--- config.mk ---
export PLATFORM = sky130hd
export DESIGN_NAME = decimator
export DESIGN_NICKNAME = d
export VERILOG_FILES = /design/src/rtl/decimator.sv
export SDC_FILE = /design/constraint.sdc
export NUM_CORES = 1
export LEC_CHECK = 0
export ABC_AREA = 1
export BUFFER_PORTS_ARGS = -buffer_cell sky130_fd_sc_hd__buf_4
export CAP_MARGIN = 0
export CORE_MARGIN = 2
export CORE_UTILIZATION = 40
export CTS_CLUSTER_DIAMETER = 150
export CTS_CLUSTER_SIZE = 14
export DETAILED_ROUTE_END_ITERATION = 10
export PLACE_DENSITY_LB_ADDON = 0.08
export SLEW_MARGIN = 5
export SYNTH_ARGS = -nofsm -noshare
export SYNTH_HDL_FRONTEND = slang
export SYNTH_SLANG_ARGS = --single-unit
--- constraint.sdc ---
create_clock -name clk -period 3.3 [get_ports clk]
set_clock_uncertainty 0.05 [all_clocks]
set_input_delay 0.165 -clock clk [delete_from_list [all_inputs] [get_ports clk]]
set_output_delay 0.165 -clock clk [all_outputs]
set_load 0.1 [all_outputs]
--- src/rtl/decimator.sv ---
// Decimating FIR filter. Each accepted sample goes into a TAPS-deep circular
// history. Every DECIM-th accepted sample triggers a TAPS-cycle
// multiply-accumulate over that history. The result is shifted, saturated and
// registered onto sample_out.
//
// Input handshake: sample_in_valid is a single-cycle strobe with no
// backpressure. A sample that arrives outside IDLE is parked in a one-entry
// holding register and committed in the first IDLE cycle after SAT. A sample
// that arrives while the holding register is occupied is dropped, and overrun
// pulses in the following cycle.
module decimator #(
   parameter int    TAPS       = 64,
   parameter int    DECIM      = 16,
   parameter string COEFF_FILE = "decim_coeffs.mem"
) (
   input  logic               clk,
   input  logic               rst,
   input  logic signed [15:0] sample_in,
   input  logic               sample_in_valid,
   output logic signed [15:0] sample_out,
   output logic               sample_out_valid,
   output logic               overrun
);

   localparam int AW = $clog2(TAPS);
   localparam int PW = (DECIM > 1) ? $clog2(DECIM) : 1;
   localparam int CW = $clog2(TAPS + 3);

   typedef enum logic [1:0] {IDLE, PRIME, MAC, SAT} state_t;

   state_t             state, state_nxt;
   logic signed [17:0] coeff_rom [TAPS];
   logic signed [15:0] hist [TAPS];

   logic [AW-1:0]      wr_ptr;
   logic [AW-1:0]      rd_base;
   logic [AW-1:0]      rd_k;
   logic [AW-1:0]      rd_addr;
   logic [PW-1:0]      phase;
   logic [AW:0]        fill;
   logic [CW-1:0]      cnt;
   logic               hold_valid;
   logic signed [15:0] hold_data;

   logic               commit_hold, accept_new, wr_en, trigger, drop, latch_hold;
   logic signed [15:0] wr_data;

   logic signed [17:0] coeff_q;
   logic signed [15:0] samp_q;
   logic signed [33:0] prod_q;
   logic signed [47:0] acc;
   logic signed [47:0] acc_shr;
   logic signed [15:0] sat_val;

   // Decide whether this cycle writes the history, parks a sample or drops one
   always_comb begin
      commit_hold = (state == IDLE) && hold_valid;
      accept_new  = (state == IDLE) && !hold_valid && sample_in_valid;
      wr_en       = commit_hold || accept_new;
      wr_data     = commit_hold ? hold_data : sample_in;
      trigger     = wr_en && (phase == PW'(DECIM - 1));
      drop        = sample_in_valid && hold_valid;
      latch_hold  = sample_in_valid && !hold_valid && (state != IDLE);
      rd_k        = cnt[AW-1:0];
      rd_addr     = rd_base - rd_k;
   end

   // FSM state register
   always_ff @(posedge clk or posedge rst) begin
      if (rst) state <= IDLE;
      else     state <= state_nxt;
   end

   // FSM next state: PRIME covers the two-cycle read pipeline, MAC runs TAPS products
   always_comb begin
      state_nxt = state;
      case (state)
         IDLE:    if (trigger) state_nxt = PRIME;
         PRIME:   if (cnt == CW'(1)) state_nxt = MAC;
         MAC:     if (cnt == CW'(TAPS + 1)) state_nxt = SAT;
         SAT:     state_nxt = IDLE;
         default: state_nxt = IDLE;
      endcase
   end

   // Cycle counter through PRIME and MAC; also the tap index issued to the read pipe
   always_ff @(posedge clk or posedge rst) begin
      if (rst)                cnt <= '0;
      else if (state == IDLE) cnt <= '0;
      else                    cnt <= cnt + CW'(1);
   end

   // Write pointer, phase, fill level and the pointer snapshot taken at the trigger
   always_ff @(posedge clk or posedge rst) begin
      if (rst) begin
         wr_ptr  <= '0;
         phase   <= '0;
         fill    <= '0;
         rd_base <= '0;
      end else if (wr_en) begin
         wr_ptr <= wr_ptr + AW'(1);
         phase  <= (phase == PW'(DECIM - 1)) ? '0 : phase + PW'(1);
         if (fill != (AW+1)'(TAPS)) fill <= fill + (AW+1)'(1);
         if (trigger) rd_base <= wr_ptr;
      end
   end

   // History RAM write; contents survive reset and are masked by fill instead
   always_ff @(posedge clk) begin
      if (wr_en) hist[wr_ptr] <= wr_data;
   end

   // Read and multiply pipeline: ROM/RAM read stage, then product stage
   always_ff @(posedge clk) begin
      coeff_q <= coeff_rom[rd_k];
      samp_q  <= ({1'b0, rd_k} < fill) ? hist[rd_addr] : '0;
      prod_q  <= coeff_q * samp_q;
   end

   // Holding register for one sample that arrives while the MAC is busy
   always_ff @(posedge clk or posedge rst) begin
      if (rst) begin
         hold_valid <= 1'b0;
         hold_data  <= '0;
      end else if (latch_hold) begin
         hold_valid <= 1'b1;
         hold_data  <= sample_in;
      end else if (commit_hold) begin
         hold_valid <= 1'b0;
      end
   end

   // Full-precision accumulator, cleared when a new computation starts
   always_ff @(posedge clk or posedge rst) begin
      if (rst)                acc <= '0;
      else if (trigger)       acc <= '0;
      else if (state == MAC)  acc <= acc + {{14{prod_q[33]}}, prod_q};
   end

   // Drop the Q1.17 fraction (floor) and clamp to the 16-bit range
   always_comb begin
      acc_shr = acc >>> 17;
      if (acc_shr > 48'sd32767)       sat_val = 16'sh7FFF;
      else if (acc_shr < -48'sd32768) sat_val = 16'sh8000;
      else                            sat_val = acc_shr[15:0];
   end

   // Output registers: update on SAT, overrun pulse follows the dropped strobe
   always_ff @(posedge clk or posedge rst) begin
      if (rst) begin
         sample_out       <= '0;
         sample_out_valid <= 1'b0;
         overrun          <= 1'b0;
      end else begin
         sample_out_valid <= (state == SAT);
         overrun          <= drop;
         if (state == SAT) sample_out <= sat_val;
      end
   end

endmodule

Word-level counts from Yosys, hierarchy flattened --
Memories as Yosys holds them, arrays and structs flattened. A register that Yosys moved wholly into a read port is not among the register bits. Cells that the tools add are included.
Storage, ports and cells: register bits 167, memory bits (writable) 1024, input bits 19, output and inout bits 18, memories kept 1
Operators by class: add/subtract/negate cells 6, multiply operators 1, order comparisons 3, equality and inequality tests 10, muxes and demuxes 15, reductions and logical operators 17
Memories:
- hist | depth 64, bits a word 16, read ports 1, clocked after Yosys merged registers in 1, wr ports 1, line 33 | logic signed [15:0] hist [TAPS];
Operators with widths (count):
- $mux 48 | 2
- $add 48x48->48 | 1
- $mux 16 | 3
- $mul 18x16->34 | 1
- $gt 31x16->1 const B | 1
- $lt 31x16->1 const B | 1
- $add 7x1->7 const B | 2
- $pmux 2 s4 | 1
- $eq 7x1->1 const B | 1
- $eq 7x7->1 const B | 1
- $logic_and 1x1->1 | 7
- $lt 6x7->1 | 1
- $mux 7 | 1
- $ne 7x7->1 const B | 1
- $add 6x1->6 const B | 1
- $mux 2 | 3
- $ne 2x2->1 const B | 3
- $reduce_bool 2->1 | 3
- $sub 6x6->6 | 1
- $add 4x1->4 const B | 1
- $eq 2x2->1 const B | 2
- $eq 4x4->1 const B | 1
- $mux 1 | 4
- $mux 4 | 1
- 6 further kinds | 8

Logic depth before layout (Yosys ltp) --
word-level depth 7, depth in mapped cells 9, mapped depth without buffers 9

Worst setup path before layout --
Ideal clock, no wire load.
path kind reg2reg, start register state[0], end register state[0], library setup time 117 ps, arrival time 1185 ps, required time 3133 ps, setup slack 1948 ps, cell stages (with the launch flop) 7, buffers on the path 1, cell sequence dfrtp_1 -> inv_1 -> ha_1 -> buf_2 -> or2_2 -> nand4_1 -> nand2_1
On the way: longest elaborated chain between the ends 7
Ends and longest elaborated chain:
- start: declaration | line 31 | state_t state, state_nxt;
- start signal: assignment | line 71 | else state <= state_nxt;
- $logic_not 2->1 | line 57, 58, 77
- $logic_and 1x1->1 (2 in series) | line 58 | accept_new = (state == IDLE) && !hold_valid && sample_in_valid;
- $logic_or 1x1->1 | line 59 | wr_en = commit_hold || accept_new;
- $logic_and 1x1->1 | line 61 | trigger = wr_en && (phase == PW'(DECIM - 1));
- $ne 2x2->1 (no line)
- $reduce_and 3->1 (no line)
Parallel ways exist; a longest one is shown, timed or not. A chain may end at the register's enable or synchronous reset.

Final worst setup path --
start register state[0], end register phase[2]
On the way: longest elaborated chain between the ends 4
Ends and longest elaborated chain:
- $logic_not 2->1 * | line 57, 58
- $logic_and 1x1->1 (2 in series) | line 58
- $logic_or 1x1->1 * | line 59
- end signal: assignment | line 102 | phase <= (phase == PW'(DECIM - 1)) ? '0 : phase + PW'(1);
- end: declaration | line 39 | logic [PW-1:0] phase;
Mark *: on every way between the ends. The rest lies on a longest branch, timed or not.

==> results.ini <==
[floorplanning]
dieArea_um2=2780
die_w_um=52.73
rows=17
core-area_um2=2233
start_util_pct=42.52
top_level_ports=37
die_h_um=52.73

[global_routing]
grt_pass1_wl_um=2456
track_usage_pct=12.06
grt-ovfl-total=0
grt_max_degree=17
antenna_found_initial=0
grt_pass1_vias=569

[clocking]
cts_setup_buffers=0
cts-htree-levels=1
clk_pin_slew_worst_paths_ps=100
cts_sinks=16
clock-root-buffer=clkbuf_4
cts.path.max_buffers=2
insertion_delay_ps=280
cts-buffers-inserted=3
tritoncts=done

[pwr]
p_per_area_nw_per_um2=895.1
ir_drop_mv=0.4254
total_power_uw=888.1
p_leak_nw=0.5220

[yosys]
netlist_area_um2=949.7
synth-seq-cells=16
yosys_warnings=0
synth_cells=110
synth_cell_types=21
ys_seq_area_share_pct=42.16
syn_avg_cell_area_um2=8.633

[worst_setup_path]
cp.required_ps=3430
setup.worst_path.class=register to register
critical_path_arrival_ps=1820
end_kind=register
rrSetupSlack_ps=1610
critPathLaunchType=register
ff2ff_path_depth=6
critical_path.max_fanout=11

[layout]
finish.net_count=144
drive_above_1_share_pct=14.53
syn2layout_area_growth_pct=4.480
fin_area_um2=992.2
antennaDiodeCount=0

[placed_design]
port_buffers=4
dp_slack_ps=1570
dp_hpwl_um=1028
globalplace.congestion=0.7343
place_area_um2=945.9

[hold_path]
hold_path_class=primary input to register
holdPathStages=3

[timing]
rsz0062_at_grt=no
post-route-worst-setup-slack_ps=1605
worst_pin_slew_ps=611.5
finalCriticalPeriod_ps=1695
setup_viol=0
fin_setup_tns_ps=0
max_slew_margin_pct=59.19
finalCritPeriodShare_pct=51.36
max_freq_ghz=0.5900
finalHoldViolations=0
final_max_slew_viol_count=0

[drt]
drc=0
via_count=633
ant_nets=0
wire_per_inst_um=9.166
route.final.wire_length_um=1329
viasPerCell=4.366
drt_iter0_markers=5
dr.pass1.iters=4

[outcome]
status=completed

[job]
maxCapViolCount=0

[Yosys cell counts]
| cell | instances | share of area (%) |
|---|---|---|
| nor3_1 | 3 | 1.6 |
| nand3_1 | 5 | 2.6 |
| nand3_2 | 2 | 2.1 |
| o21ai_2 | 2 | 1.8 |
| nand2_2 | 1 | 0.66 |
| xor2_1 | 1 | 0.92 |
| o21ai_0 | 3 | 1.6 |
| conb_1 | 1 | 0.39 |
| buf_4 | 16 | 13 |
| or2_2 | 1 | 0.66 |
| nand2_1 | 17 | 6.7 |
| inv_2 | 1 | 0.39 |
| nor2_1 | 14 | 5.5 |
| dfrtp_1 | 16 | 42 |
| nand4_1 | 3 | 2.0 |
| inv_1 | 11 | 4.3 |
| a21oi_1 | 2 | 1.1 |
| buf_2 | 1 | 0.53 |
| ha_1 | 7 | 9.2 |
| nor3_2 | 2 | 2.1 |
| xnor2_1 | 1 | 0.92 |
[kinds of logic (layout without fill, tap and decap cells)]
| family | after synthesis | count (layout) | share of synthesized area [%] |
|---|---|---|---|
| AO/OA/AOI/OAI | 7 | 7 | 4.479 |
| AND/OR/NAND/NOR | 48 | 48 | 23.98 |
| flip-flops | 16 | 16 | 42.16 |
| adder cells (fa/ha/maj) | 7 | 7 | 9.222 |
| XOR/XNOR | 2 | 2 | 1.845 |
| buffers and inverters | 29 | 21 | 17.92 |
| other | 1 | 16 | 0.3949 |
[sequential cells by signal, summed over array words and instances (netlist names)]
name / cells
overrun: 1
cnt: 7
hold_valid: 1
phase: 4
sample_out_valid: 1
state: 2
[worst max-delay path: stages (launching register included)]
cell and delay (ps):
dfrtp_1 430, inv_1 100, ha_1 430, o21ai_0 200, inv_1 170, nand2_1 90
xnor2_1 130
[layout by cell type, fill, tap and decap left out]
| master | synthesis | routed |
|---|---|---|
| xor2_1 | 1 | 1 |
| nand4_1 | 3 | 3 |
| conb_1 | 1 | 16 |
| nand3_1 | 5 | 5 |
| a21oi_1 | 2 | 2 |
| nand2_1 | 17 | 17 |
| inv_1 | 11 | 11 |
| dlygate4sd3_1 | 0 | 1 |
| clkbuf_4 | 0 | 3 |
| nor3_2 | 2 | 2 |
| nand3_2 | 2 | 2 |
| o21ai_0 | 3 | 3 |
| or2_2 | 1 | 1 |
| inv_2 | 1 | 1 |
| ha_1 | 7 | 7 |
| nand2_2 | 1 | 1 |
| xnor2_1 | 1 | 1 |
| buf_4 | 16 | 4 |
| nor3_1 | 3 | 3 |
| dfrtp_1 | 16 | 16 |
| clkbuf_8 | 0 | 1 |
| nor2_1 | 14 | 14 |
| o21ai_2 | 2 | 2 |
[layer usage]
layer	track usage, %	part of all wire, %	up-vias
met1	14.62	46	290
met5	0	0	-
met4	6.410	0.90	0
met3	2.571	3.8	2
met2	19.79	49	13
li1	-	-	328
[worst paths after layout]
check,startpoint,end
min reg2reg,phase[0],phase[0]
max,state[0],phase[2]
min in group asynchronous,rst,phase[2]
min,sample_in_valid,overrun
max reg2reg,state[0],phase[2]
max in group asynchronous,rst,sample_out_valid
[report_power, final]
group	switching (mW)	internal, mW	total (mW)
Sequential	0.0664	0.268	0.334
Combinational	0.301	0.124	0.425
Clock	0.0613	0.0671	0.128
Total	0.429	0.459	0.888
[cell type report]
| cell class | instances | area, µm² |
|---|---|---|
| Sequential cell | 16 | 400.4 |
| Fill cell | 234 | 1241 |
| Timing Repair Buffer | 5 | 40.04 |
| Clock buffer | 4 | 36.28 |
| Inverter | 12 | 45.04 |
| Tap cell | 28 | 35.03 |
| Multi-Input combinational cell | 80 | 435.4 |
[metrics by stage]
step | hold slack [ps] | utilization (%) | std cells
after floorplan | 28.74 | - | 125
after global placement | 240.5 | 42.35 | 140
after detailed placement | 238.1 | 42.35 | 140
after CTS | 32.44 | 44.43 | 145
after global routing | 33.41 | 44.43 | 145
final | 38.16 | 44.43 | 145
[timing repair]
action	CTS	global route
hold endpoints to repair	16	0
hold buffers	1	0
gates resized for setup	0	0
No activity file was read; power rests on OpenSTA's default activity.
